## config.mk

```make
export PLATFORM = sky130hd
export DESIGN_NAME = uart_rx_fifo
export DESIGN_NICKNAME = d
export VERILOG_FILES = /design/src/rtl/uart_pkg.sv /design/src/rtl/uart_sync.sv /design/src/rtl/uart_rx_fifo.sv
export SDC_FILE = /design/constraint.sdc
export NUM_CORES = 1
export LEC_CHECK = 0
export BUFFER_PORTS_ARGS = -buffer_cell sky130_fd_sc_hd__buf_4
export CAP_MARGIN = 0
export CORE_UTILIZATION = 53
export DETAILED_ROUTE_END_ITERATION = 16
export PLACE_DENSITY = 0.7
export SETUP_SLACK_MARGIN = 0.4
export SYNTH_ARGS = -nofsm -noshare
export SYNTH_HDL_FRONTEND = slang
export SYNTH_SLANG_ARGS = --single-unit
```

## constraint.sdc

```tcl
create_clock -name clk -period 7 [get_ports clk]
set_input_delay 0.35 -clock clk [delete_from_list [all_inputs] [get_ports clk]]
set_output_delay 0.35 -clock clk [all_outputs]
set_load 0.03 [all_outputs]
```

## src/rtl/uart_pkg.sv

```systemverilog
// rtl/uart_pkg.sv - shared constants for the UART receive path
//
// Purpose: sizing constants used by the UART receive buffer and its helpers.
//   UART_BYTE_W     : width of one received character
//   UART_FIFO_DEPTH : default receive FIFO depth (power of two)
//   UART_FIFO_AW    : log2 of UART_FIFO_DEPTH, pointer width
package uart_pkg;

  localparam int UART_BYTE_W     = 8;
  localparam int UART_FIFO_DEPTH = 16;
  localparam int UART_FIFO_AW    = 4;

endpackage : uart_pkg

```

## src/rtl/uart_sync.sv

```systemverilog
// rtl/uart_sync.sv - two-flop synchronizer with configurable reset value
//
// Purpose: brings an asynchronous UART level into the clk domain.
// Ports:
//   clk   : destination clock
//   rst   : asynchronous active-low reset, loads RESET_VAL into both flops
//   level : asynchronous input level
//   sync  : synchronized level, two clk edges behind level
module uart_sync #(
  parameter logic RESET_VAL = 1'b1
) (
  input  logic clk,
  input  logic rst,
  input  logic level,
  output logic sync
);

  logic meta;

  always_ff @(posedge clk or negedge rst) begin
    if (!rst) begin
      meta <= RESET_VAL;
      sync <= RESET_VAL;
    end else begin
      meta <= level;
      sync <= meta;
    end
  end

endmodule : uart_sync

```

## src/rtl/uart_rx_fifo.sv

```systemverilog
// rtl/uart_rx_fifo.sv - receive byte FIFO behind the UART receiver
//
// Purpose: captures each completed byte on the rising edge of the receiver's
// ready level, buffers it in a DEPTH-entry circular FIFO and hands it to the
// consumer through a registered one-cycle-latency read.
// Ports:
//   clk        : system clock
//   rst        : asynchronous active-low reset
//   rx_byte    : received byte, stable while rx_ready is high
//   rx_ready   : receiver ready level, asynchronous to clk
//   rd_en      : consumer read request, one byte per asserted cycle
//   dout       : registered read data
//   dout_valid : one-cycle pulse, dout holds a newly read byte
//   empty      : no bytes stored
//   full       : DEPTH bytes stored
//   count      : number of bytes stored, 0..DEPTH
//   overflow   : sticky, at least one byte was dropped
//   ovf_clr    : clears overflow
module uart_rx_fifo
  import uart_pkg::*;
#(
  parameter int DEPTH  = UART_FIFO_DEPTH,
  parameter int ADDR_W = UART_FIFO_AW
) (
  input  logic                   clk,
  input  logic                   rst,
  input  logic [UART_BYTE_W-1:0] rx_byte,
  input  logic                   rx_ready,
  input  logic                   rd_en,
  output logic [UART_BYTE_W-1:0] dout,
  output logic                   dout_valid,
  output logic                   empty,
  output logic                   full,
  output logic [ADDR_W:0]        count,
  output logic                   overflow,
  input  logic                   ovf_clr
);

  localparam logic [ADDR_W:0] COUNT_FULL = (ADDR_W+1)'(DEPTH);

  logic [UART_BYTE_W-1:0] mem [DEPTH];
  logic [ADDR_W-1:0]      wr_ptr;
  logic [ADDR_W-1:0]      rd_ptr;
  logic                   ready_sync;
  logic                   ready_prev;
  logic                   wr_stb;
  logic                   rd_acc;
  logic                   wr_acc;
  logic                   drop;
  logic [ADDR_W:0]        count_nxt;

  // Both flops reset high so a reset released while the line idles high
  // never looks like a completed byte.
  uart_sync #(.RESET_VAL(1'b1)) u_ready_sync (
    .clk   (clk),
    .rst   (rst),
    .level (rx_ready),
    .sync  (ready_sync)
  );

  always_ff @(posedge clk or negedge rst) begin
    if (!rst) ready_prev <= 1'b1;
    else      ready_prev <= ready_sync;
  end

  assign wr_stb = ready_sync & ~ready_prev;

  // A read in the same cycle frees a slot, so a full FIFO still accepts.
  // An empty FIFO never bypasses: the read is ignored, the write lands.
  assign rd_acc = rd_en & ~empty;
  assign wr_acc = wr_stb & (~full | rd_acc);
  assign drop   = wr_stb & full & ~rd_acc;

  always_comb begin
    count_nxt = count;
    case ({wr_acc, rd_acc})
      2'b10:   count_nxt = count + (ADDR_W+1)'(1);
      2'b01:   count_nxt = count - (ADDR_W+1)'(1);
      default: count_nxt = count;
    endcase
  end

  always_ff @(posedge clk) begin
    if (wr_acc) mem[wr_ptr] <= rx_byte;
  end

  always_ff @(posedge clk or negedge rst) begin
    if (!rst) begin
      wr_ptr     <= '0;
      rd_ptr     <= '0;
      count      <= '0;
      empty      <= 1'b1;
      full       <= 1'b0;
      overflow   <= 1'b0;
      dout       <= '0;
      dout_valid <= 1'b0;
    end else begin
      if (wr_acc) wr_ptr <= wr_ptr + ADDR_W'(1);
      if (rd_acc) begin
        rd_ptr <= rd_ptr + ADDR_W'(1);
        dout   <= mem[rd_ptr];
      end
      dout_valid <= rd_acc;
      count      <= count_nxt;
      empty      <= (count_nxt == '0);
      full       <= (count_nxt == COUNT_FULL);
      // A drop in the same cycle as a clear keeps the flag set.
      if (drop)         overflow <= 1'b1;
      else if (ovf_clr) overflow <= 1'b0;
    end
  end

endmodule : uart_rx_fifo

```

==> out/results.ini, run 1 <==
[run_status]
result_of_the_run=finished clean

[die]
core.rowCount=39
design.die.area_um2=12280
top_ports=30
start_util=0.5474
die_height_um=110.8
die-width_um=110.8
core-area_um2=11470

[place]
gp_routability_congestion=0.8173
port-buffer-count=29
dp_hpwl_um=7229

[final_layout]
drive_gt1_frac=0.2778
fillCellCount=804
final_common_cell=sky130_fd_sc_hd__edfxtp_1
area_delta_synth_final_pct=15.57
finalNetCount=386
final_cell_mix=sky130_fd_sc_hd__edfxtp_1, sky130_fd_sc_hd__buf_4, sky130_fd_sc_hd__mux4_2, sky130_fd_sc_hd__clkbuf_16, sky130_fd_sc_hd__dfrtp_1
num_antenna_cells=0

[yosys]
yosys.cell_types.count=39
synth.avg_cell_area_um2=19.02
share_of_the_yosys_chip_area_belonging_to_registers=0.7247
yosys_warnings=0
synth_edf_count=128
number_of_instances_in_the_synthesized_netlist=330
synth-main-ff-cell=sky130_fd_sc_hd__edfxtp_1
synthArstFlopShare=0.1795
synth-seq-cells=156
synth.cell_area_um2=6277
syn_nets=351

[detailed_routing]
post_drt_wl_per_cell_um=22.23
vias_per_cell=5.902
overall_via_count_from_detail_route=3075
antenna_violating_nets_remaining=0
drt_pass1_iterations=4
drt_iter0_drc=220
wirelength_um=11580
drc=0

[clock_tree]
clock_sinks=156
cts-buffers-inserted=17
cts.repair_timing.setup_buffer_count=0
cts.reportedPaths.clkPinSlew_ps=60
cts-root-to-sink-buffers=2
clk_root_buffer_cell=sky130_fd_sc_hd__clkbuf_16
clock_tree.htree_level_count=4
cts.hold.buffers_added=1
cts_tree=yes
insertion_delay_ps=420
post_cts_resized=0

[worst_hold_path]
worst_hold_path_type=primary input to flip-flop

[flow_run]
maxCapViolCount=0

[worst_setup_path]
slowest_delay_ps=790
timing.critical_path.from_type=flip-flop
cp.buffers_inverters=1
cp_max_fo=21
cp_data_arrival_time_ps=4000
worst-endpoint-required_ps=7320
endpoint_class_of_the_critical_path=flip-flop
timing.critical_path.max_delay_family=compound AO/OA/AOI/OAI gates
critical_path.cell_chain=nand2b_1 > a21oi_1 > inv_1 > ha_1 > xor2_1 > ha_1 > o21ai_0 > a21oi_1 > a2111oi_2 > xor2_1 > nor3b_1
crit_slowest_cell=sky130_fd_sc_hd__a21oi_1
worst-setup-path-type=flip-flop to flip-flop

[timing]
drv_slew=0
setup_tns_ps=0
hold_viol=0
clock.fmax_ghz=0.2723
finalCriticalPeriod_ps=3672
finalCritPeriodShare=0.5246
rsz_0062_raised_after_global_routing=false
tightest_slew_ps=1062
setup_viol_count_final=0
fin_worst_skew_ps=8.045
slew_headroom=0.2895

[power_and_ir_drop]
total_power_w=0.003013
pwr_density_cell_nw_per_um2=415.3
max-vdd-ir-drop_mv=0.3381
cellLeakagePower_nw=2.544

[global_routing]
overflow=0
antenna_violations_before_repair=0
grt_util_all_layers=0.2094
grt_first_pass_wirelength_um=18600
grt_pass1_vias=3206
largest_net_degree_at_the_start_of_global_routing=36

==> layer usage <==
layer / share of wire / wire length, um / GRT usage / vias to the layer above
met5: 0 / 0 / 0 / -
met4: 0.022 / 249 / 0.09067 / 0
met3: 0.040 / 466 / 0.04975 / 21
met2: 0.48 / 5546 / 0.3126 / 88
met1: 0.46 / 5319 / 0.2977 / 1584
li1: - / - / - / 1382
==> cells by family after synthesis <==
kind of cell / count (synthesis) / synth area share
DFF: 156 / 0.7247
and+or+nand+nor: 59 / 0.04604
muxes: 49 / 0.1491
xor gates and xnor gates: 11 / 0.01535
adders and majority gates: 8 / 0.01595
buffers and inverters: 24 / 0.01993
AOI/OAI and AO/OA: 23 / 0.02890
==> final timing paths <==
check | from | end | cells past startpoint | slack [ps]
min reg2reg | u_ready_sync.meta | u_ready_sync.sync | 0 | 360
max in group asynchronous | rst | empty | 2 | 6290
min in group asynchronous | rst | count[3] | 2 | 400
max reg2reg | empty | full | 11 | 3330
max | empty | full | 11 | 3330
min | rx_ready | u_ready_sync.meta | 1 | 40
==> final cells by class <==
cell class	instances	area (um2)	share of cell area
well taps	143	178.9	0.02466
clock buffers	27	603.1	0.08313
multi-input cells	150	1603	0.2209
inverters	5	18.77	0.002587
flip-flops and latches	156	4552	0.6275
clock inverters	5	33.78	0.004657
repair buffers	35	265.3	0.03656
==> registers in the layout (all words and copies together) (netlist names) <==
| name | cells |
|---|---|
| dout | 8 |
| wr_ptr | 4 |
| empty | 1 |
| mem | 128 |
| full | 1 |
| rd_ptr | 4 |
| overflow | 1 |
| u_ready_sync.sync | 1 |
| ready_prev | 1 |
| dout_valid | 1 |
| u_ready_sync.meta | 1 |
| count | 5 |
==> cells in the mapped netlist (4+ instances only) <==
master / count / share of area
sky130_fd_sc_hd__nor3_1: 14 / 0.011
sky130_fd_sc_hd__ha_1: 8 / 0.016
sky130_fd_sc_hd__buf_1: 5 / 0.0030
sky130_fd_sc_hd__mux4_2: 23 / 0.083
sky130_fd_sc_hd__clkbuf_1: 8 / 0.0048
sky130_fd_sc_hd__a221o_1: 8 / 0.013
sky130_fd_sc_hd__xnor2_1: 8 / 0.011
sky130_fd_sc_hd__a21oi_1: 4 / 0.0032
sky130_fd_sc_hd__edfxtp_1: 128 / 0.61
sky130_fd_sc_hd__dfrtp_1: 24 / 0.096
sky130_fd_sc_hd__dfstp_2: 4 / 0.017
sky130_fd_sc_hd__mux2_2: 9 / 0.016
sky130_fd_sc_hd__nor2_1: 15 / 0.0090
sky130_fd_sc_hd__nand2_1: 13 / 0.0078
sky130_fd_sc_hd__o21ai_0: 4 / 0.0032
sky130_fd_sc_hd__mux2i_1: 8 / 0.013
sky130_fd_sc_hd__mux4_1: 9 / 0.038
sky130_fd_sc_hd__inv_1: 5 / 0.0030
sky130_fd_sc_hd__nand2b_1: 5 / 0.0050
==> per-stage QoR <==
| stage | util | hold slack (ps) | area (um2) | std cells | setup slack (ps) |
|---|---|---|---|---|---|
| 2_1_floorplan | - | 54.41 | 6277 | 330 | 4166 |
| 3_3_place_gp | 0.5762 | 281.5 | 6608 | 488 | 3610 |
| 3_5_place_dp | 0.5762 | 282.7 | 6608 | 488 | 3364 |
| 4_1_cts | 0.6326 | 28.40 | 7254 | 521 | 3362 |
| 5_1_grt | 0.6326 | 26.40 | 7254 | 521 | 2964 |
| 6_report | 0.6326 | 43.66 | 7254 | 521 | 3328 |
==> report_power, final <==
group | internal, W | leakage, nW | switching, W
sequential | 0.00111 | 1.48 | 0.000156
clock | 0.000595 | 0.320 | 0.000352
combinational | 0.000399 | 0.740 | 0.000397
Power figures use the tool's default switching activity.
==> inputs of run 2 (changes only) <==
- ABC_AREA: not set -> 1
- PLACE_DENSITY: 0.7 -> 0.73
- clock period: 7 -> 3.1 ns (I/O delays scaled with it)
==> out/results.ini, run 2 <==
[run_status]
result_of_the_run=finished clean

[clock_tree]
cts.reportedPaths.clkPinSlew_ps=60
clk_root_buffer_cell=sky130_fd_sc_hd__clkbuf_16
cts-buffers-inserted=17
cts-root-to-sink-buffers=2
cts_tree=yes
insertion_delay_ps=420
clock_sinks=156
clock_tree.htree_level_count=4

[final_layout]
register_containing_the_most_flip_flops_in_the_final_layout=mem
largest_register_ffs=128
fillCellCount=919
drive_gt1_frac=0.1455
biggestRegsByFlops=mem x128, dout x8, count x5
final_common_cell=sky130_fd_sc_hd__edfxtp_1
finalNetCount=606
final-instance-count-excl-fill=745
final_cell_mix=sky130_fd_sc_hd__edfxtp_1, sky130_fd_sc_hd__nand2_1, sky130_fd_sc_hd__nor2_1, sky130_fd_sc_hd__o21ai_0, sky130_fd_sc_hd__buf_4
area_delta_synth_final_pct=14.60
num_antenna_cells=0
fin_util=0.6208

[timing]
fin_worst_skew_ps=5.790
hold_viol=0
setup_viol_count_final=0
setup_tns_ps=0
finalCritPeriodShare=0.7976
slew_headroom=0.4462
finalCriticalPeriod_ps=2472
drv_slew=0
rsz_0062_raised_after_global_routing=false
tightest_slew_ps=827.6
clock.fmax_ghz=0.4045

[global_routing]
grt_util_all_layers=0.2421
grt_first_pass_wirelength_um=22380
grt_pass1_vias=4224
largest_net_degree_at_the_start_of_global_routing=67
overflow=0
antenna_violations_before_repair=0

[power_and_ir_drop]
cellLeakagePower_nw=2.829
total_power_w=0.007253
max-vdd-ir-drop_mv=0.4146
pwr_density_cell_nw_per_um2=976.8

[yosys]
synth-seq-cells=156
synth_area_leader_cell=sky130_fd_sc_hd__edfxtp_1
synth-main-ff-cell=sky130_fd_sc_hd__edfxtp_1
share_of_the_yosys_chip_area_belonging_to_registers=0.7021
synth.avg_cell_area_um2=11.82
synthArstFlopShare=0.1795
yosys-top-cells-count=sky130_fd_sc_hd__edfxtp_1, sky130_fd_sc_hd__nand2_1, sky130_fd_sc_hd__nor2_1
muxShareOfSynthArea=0
syn_nets=569
yosys.cell_types.count=32
netlist_top_cells_area=sky130_fd_sc_hd__edfxtp_1, sky130_fd_sc_hd__dfrtp_1, sky130_fd_sc_hd__nand2_1
yosysTopAreaCellShare=0.5932
post_synth_and_or_nand_nor_area_fraction=0.1450
post_synth_xor_area_fraction=0.009461
synth_edf_count=128
synth-compound-area-share=0.08785
synth.cell_area_um2=6480
post_synth_adder_cell_area=0.01545
combinational_family_with_the_most_area_after_synthesis=simple AND/OR/NAND/NOR gates
yosys_warnings=0
number_of_instances_in_the_synthesized_netlist=548
most_common_cell_in_the_netlist=sky130_fd_sc_hd__edfxtp_1

[detailed_routing]
drt_pass1_iterations=5
drc=0
drt_iter0_drc=390
vias_per_cell=5.623
overall_via_count_from_detail_route=4189
post_drt_wl_per_cell_um=18.74
wirelength_um=13960
antenna_violating_nets_remaining=0

[place]
placedCellCount=706
dp_hpwl_um=8658
port-buffer-count=29
gp_routability_congestion=0.8495

[worst_setup_path]
worst-setup-path-type=flip-flop to flip-flop
timing.critical_path.from_type=flip-flop
timing.rr.end=full
setup.reg_to_reg.worst_slack_ps=630
worstRegToRegCells=15
endpoint_class_of_the_critical_path=flip-flop
cp_max_fo=10
r2r-start=empty
cp_data_arrival_time_ps=2820
worst-endpoint-required_ps=3450

[die]
start_util=0.5417
design.die.area_um2=12670
top_ports=30
core-area_um2=11960
die-width_um=112.6
die_height_um=112.6
core.rowCount=40

[worst_hold_path]
holdCritStartpoint=rd_en
hold_path_end=dout_valid
hold-path-cell-count=3
worst_hold_path_type=primary input to flip-flop

[flow_run]
maxCapViolCount=0

run 2: cell count changes in the layout (fill, tap and decap cells not counted), sizes merged, moves of 9 or more:
| cell | delta |
|---|---|
| a21boi | +16 |
| a21oi | +12 |
| clkbuf | -9 |
| inv | +17 |
| mux2 | -9 |
| mux4 | -32 |
| nand2 | +121 |
| nand3 | +16 |
| nor2 | +58 |
| nor3 | -13 |
| o21ai | +48 |
| o22ai | +15 |
run 2: stage by stage:
stage | worst slack, ps | instance area [um2] | hold WS [ps]
2_1_floorplan | 685.0 | 6480 | -140.6
3_3_place_gp | 516.5 | 6749 | 89.15
3_5_place_dp | 420.7 | 6749 | 102.4
4_1_cts | 409.3 | 7383 | 63.01
5_1_grt | 380.4 | 7426 | 52.31
6_report | 627.6 | 7426 | 41.46
run 2: kinds of logic (layout without fill, tap and decap cells):
group	Yosys count	in the layout
AND/OR/NAND/NOR	229	229
flip-flops	156	156
AO/OA/AOI/OAI	101	101
buffers and inverters	47	97
adder cells (fa/ha/maj)	8	8
XOR/XNOR	7	7
run 2: per-layer routing:
layer / part of all wire / up-vias / global-route usage
li1: - / 1975 / -
met1: 0.44 / 2078 / 0.3284
met2: 0.49 / 115 / 0.3757
met3: 0.047 / 21 / 0.06156
met4: 0.022 / 0 / 0.09867
met5: 0 / - / 0
run 2: final cells by class:
type	count	area, um2	share of cell area
Sequential cell	156	4551	0.6128
Multi-Input combinational cell	345	1683	0.2266
Clock buffer	18	429.2	0.05779
Timing Repair Buffer	40	307.8	0.04145
Tap cell	147	183.9	0.02477
Clock inverter	14	175.2	0.02359
Inverter	25	96.34	0.01297
run 2: timing repair:
item                       CTS  global route
pin swaps                    1             1
gates resized for setup      0             2
buffers inserted             0             4
hold endpoints to repair    30             0
hold buffers                 3             0
setup endpoints to repair    1             3
run 2: worst max path at each step:
| stage | from | cells past startpoint | to |
|---|---|---|---|
| 6_report | empty | 15 | full |
| 5_1_grt | empty | 17 | full |
| 4_1_cts | empty | 15 | full |
| 3_5_place_dp | empty | 15 | full |
| 3_3_place_gp | empty | 15 | full |
| 2_1_floorplan | empty | 15 | full |
run 2: power by group:
group,switching [W],total (W),internal [W]
Combinational,0.00167,0.00242,0.000744
Sequential,0.000186,0.00271,0.00253
Clock,0.000792,0.00212,0.00133
run 2: critical path, stage by stage, from the launching register on:
cell,delay (ps)
sky130_fd_sc_hd__dfstp_2,380
sky130_fd_sc_hd__nor2_4,230
sky130_fd_sc_hd__inv_2,140
sky130_fd_sc_hd__nand2_1,120
sky130_fd_sc_hd__nand2_2,110
sky130_fd_sc_hd__ha_4,200
sky130_fd_sc_hd__nand2_1,80
sky130_fd_sc_hd__inv_1,50
sky130_fd_sc_hd__nor2_1,140
sky130_fd_sc_hd__ha_1,260
sky130_fd_sc_hd__nand2_2,70
sky130_fd_sc_hd__nand2_2,40
sky130_fd_sc_hd__or2_0,210
sky130_fd_sc_hd__nor2_1,110
sky130_fd_sc_hd__nand3_1,110
sky130_fd_sc_hd__nor2_1,130
==> inputs of run 3 (changes only) <==
- PLACE_DENSITY: 0.73 -> 0.7
- clock period: 3.1 -> 2.35 ns (I/O delays scaled with it)
==> out/results.ini, run 3 (same netlist as run 2, synthesis figures left out) <==
[run_status]
result_of_the_run=finished clean

[final_layout]
register_containing_the_most_flip_flops_in_the_final_layout=mem
largest_register_ffs=128
final_common_cell=sky130_fd_sc_hd__edfxtp_1
fillCellCount=912
multi_input_comb_area_um2=1790
finalNetCount=632
drive_gt1_frac=0.2196
seq_area_um2=4551
area_delta_synth_final_pct=19.60
biggestRegsByFlops=mem x128, dout x8, count x5
final_cell_mix=sky130_fd_sc_hd__edfxtp_1, sky130_fd_sc_hd__nand2_1, sky130_fd_sc_hd__nor2_1, sky130_fd_sc_hd__buf_4, sky130_fd_sc_hd__o21ai_0
num_antenna_cells=0
layout.cell_area.non_filler_um2=7750

[clock_tree]
cts-root-to-sink-buffers=2
cts-buffers-inserted=17
clk_root_buffer_cell=sky130_fd_sc_hd__clkbuf_16
cts.reportedPaths.clkPinSlew_ps=60
clock_sinks=156
clock_tree.htree_level_count=4
insertion_delay_ps=430
cts_tree=yes

[worst_setup_path]
critical_path.cell_chain=inv_2 > nor2_4 > nand2_4 > ha_4 > nand2_4 > inv_4 > nor2_4 > ha_4 > nand2_2 > nand2_2 > or2_1 > nor2_2 > nand3_2 > nor2_2
cp_max_fo=3
r2r-start=u_ready_sync.sync
slowest_delay_ps=540
worstRegToRegCells=14
worst-setup-path-type=flip-flop to flip-flop
timing.critical_path.from_type=flip-flop
crit_slowest_cell=sky130_fd_sc_hd__dfstp_2
setup.reg_to_reg.worst_slack_ps=230
timing.critical_path.max_delay_family=simple AND/OR/NAND/NOR gates
worst-endpoint-required_ps=2700
cp.buffers_inverters=2
endpoint_class_of_the_critical_path=flip-flop
timing.rr.end=full
crit_start=u_ready_sync.sync
cp_data_arrival_time_ps=2470

[power_and_ir_drop]
pwr_density_cell_nw_per_um2=1269
max-vdd-ir-drop_mv=0.6007
total_power_w=0.009833
cellLeakagePower_nw=2.984

[flow_run]
maxCapViolCount=0

[timing]
slew_headroom=0.6988
final.setup.worst_slack_ps=231.9
finalCriticalPeriod_ps=2118
rsz_0062_raised_after_global_routing=true
drv_slew=0
fin_worst_skew_ps=7.228
tightest_slew_ps=449.0
hold-worst-slack_ps=26.57
setup_tns_ps=0
clock.fmax_ghz=0.4721
hold_viol=0
finalCritPeriodShare=0.9013
setup_viol_count_final=0

[global_routing]
grt_util_all_layers=0.2383
largest_net_degree_at_the_start_of_global_routing=67
overflow=0
grt_first_pass_wirelength_um=21910
grt_pass1_vias=4100
antenna_violations_before_repair=0

[die]
design.die.area_um2=12670
core.rowCount=40
top_ports=30
die-width_um=112.6
start_util=0.5417
die_height_um=112.6
core-area_um2=11960

[place]
placed_cell_area_um2=6934
port-buffer-count=29
preCtsSetupSlack_ps=-100.2
dp_hpwl_um=8654
gp_routability_congestion=0.8258

[worst_hold_path]
holdCritStartpoint=rx_byte[0]
hold-path-cell-count=1
hold_path_end=mem[13][0]
worst_hold_path_type=primary input to flip-flop

[detailed_routing]
vias_per_cell=5.467
post_drt_wl_per_cell_um=18.62
antenna_violating_nets_remaining=0
drt_pass1_iterations=6
wirelength_um=14360
drt_iter0_drc=371
overall_via_count_from_detail_route=4215
drc=0

-- run 3: worst max path at each step --
stage               slack (ps)     to  cells after the start
detailed placement        -100   full                     15
finish                     230   full                     14
global route               130   full                     14
CTS                        250   full                     14
floorplan                  180  empty                     14
global placement           -20  empty                     15
-- run 3: area by class of cell --
class,instances,area share
Multi-Input combinational cell,345,0.2310
Timing Repair Buffer,66,0.06974
Clock buffer,20,0.05764
Tap cell,147,0.02373
Clock inverter,12,0.01760
Sequential cell,156,0.5872
Inverter,25,0.01308
-- run 3: metal layers --
metal,global-route usage,vias to the layer above,part of all wire
met5,0,-,0
met4,0.08533,0,0.017
met3,0.05400,21,0.052
met2,0.3914,119,0.49
met1,0.3134,2056,0.44
li1,-,2019,-
-- run 3: worst register-to-register path, cell delays in order, from the launching register on --
cell	delay, ps
sky130_fd_sc_hd__dfstp_2	540
sky130_fd_sc_hd__inv_2	50
sky130_fd_sc_hd__nor2_4	100
sky130_fd_sc_hd__nand2_4	70
sky130_fd_sc_hd__ha_4	180
sky130_fd_sc_hd__nand2_4	70
sky130_fd_sc_hd__inv_4	40
sky130_fd_sc_hd__nor2_4	130
sky130_fd_sc_hd__ha_4	220
sky130_fd_sc_hd__nand2_2	50
sky130_fd_sc_hd__nand2_2	50
sky130_fd_sc_hd__or2_1	210
sky130_fd_sc_hd__nor2_2	110
sky130_fd_sc_hd__nand3_2	120
sky130_fd_sc_hd__nor2_2	100
-- run 3: what timing repair did --
| item | CTS | global route |
|---|---|---|
| pin swaps | 10 | 14 |
| hold buffers | 3 | 0 |
| gates cloned | 0 | 0 |
| gates resized for setup | 10 | 16 |
| endpoints found under the hold margin | 30 | 0 |
| endpoints found under the setup margin | 47 | 8 |
| buffers inserted | 9 | 5 |
-- run 3: power by group --
part	internal (W)	leakage, nW	switching (W)
clock network	0.00160	0.277	0.00108
registers	0.00333	1.49	0.000284
logic	0.00120	1.22	0.00234
total	0.00613	2.98	0.00371
-- run 3: through the flow --
| step | utilization | instances |
|---|---|---|
| final | 0.6479 | 771 |
| after floorplan | - | 548 |
| after detailed placement | 0.5797 | 722 |
| after CTS | 0.6406 | 766 |
| after global routing | 0.6479 | 771 |
| after global placement | 0.5797 | 722 |
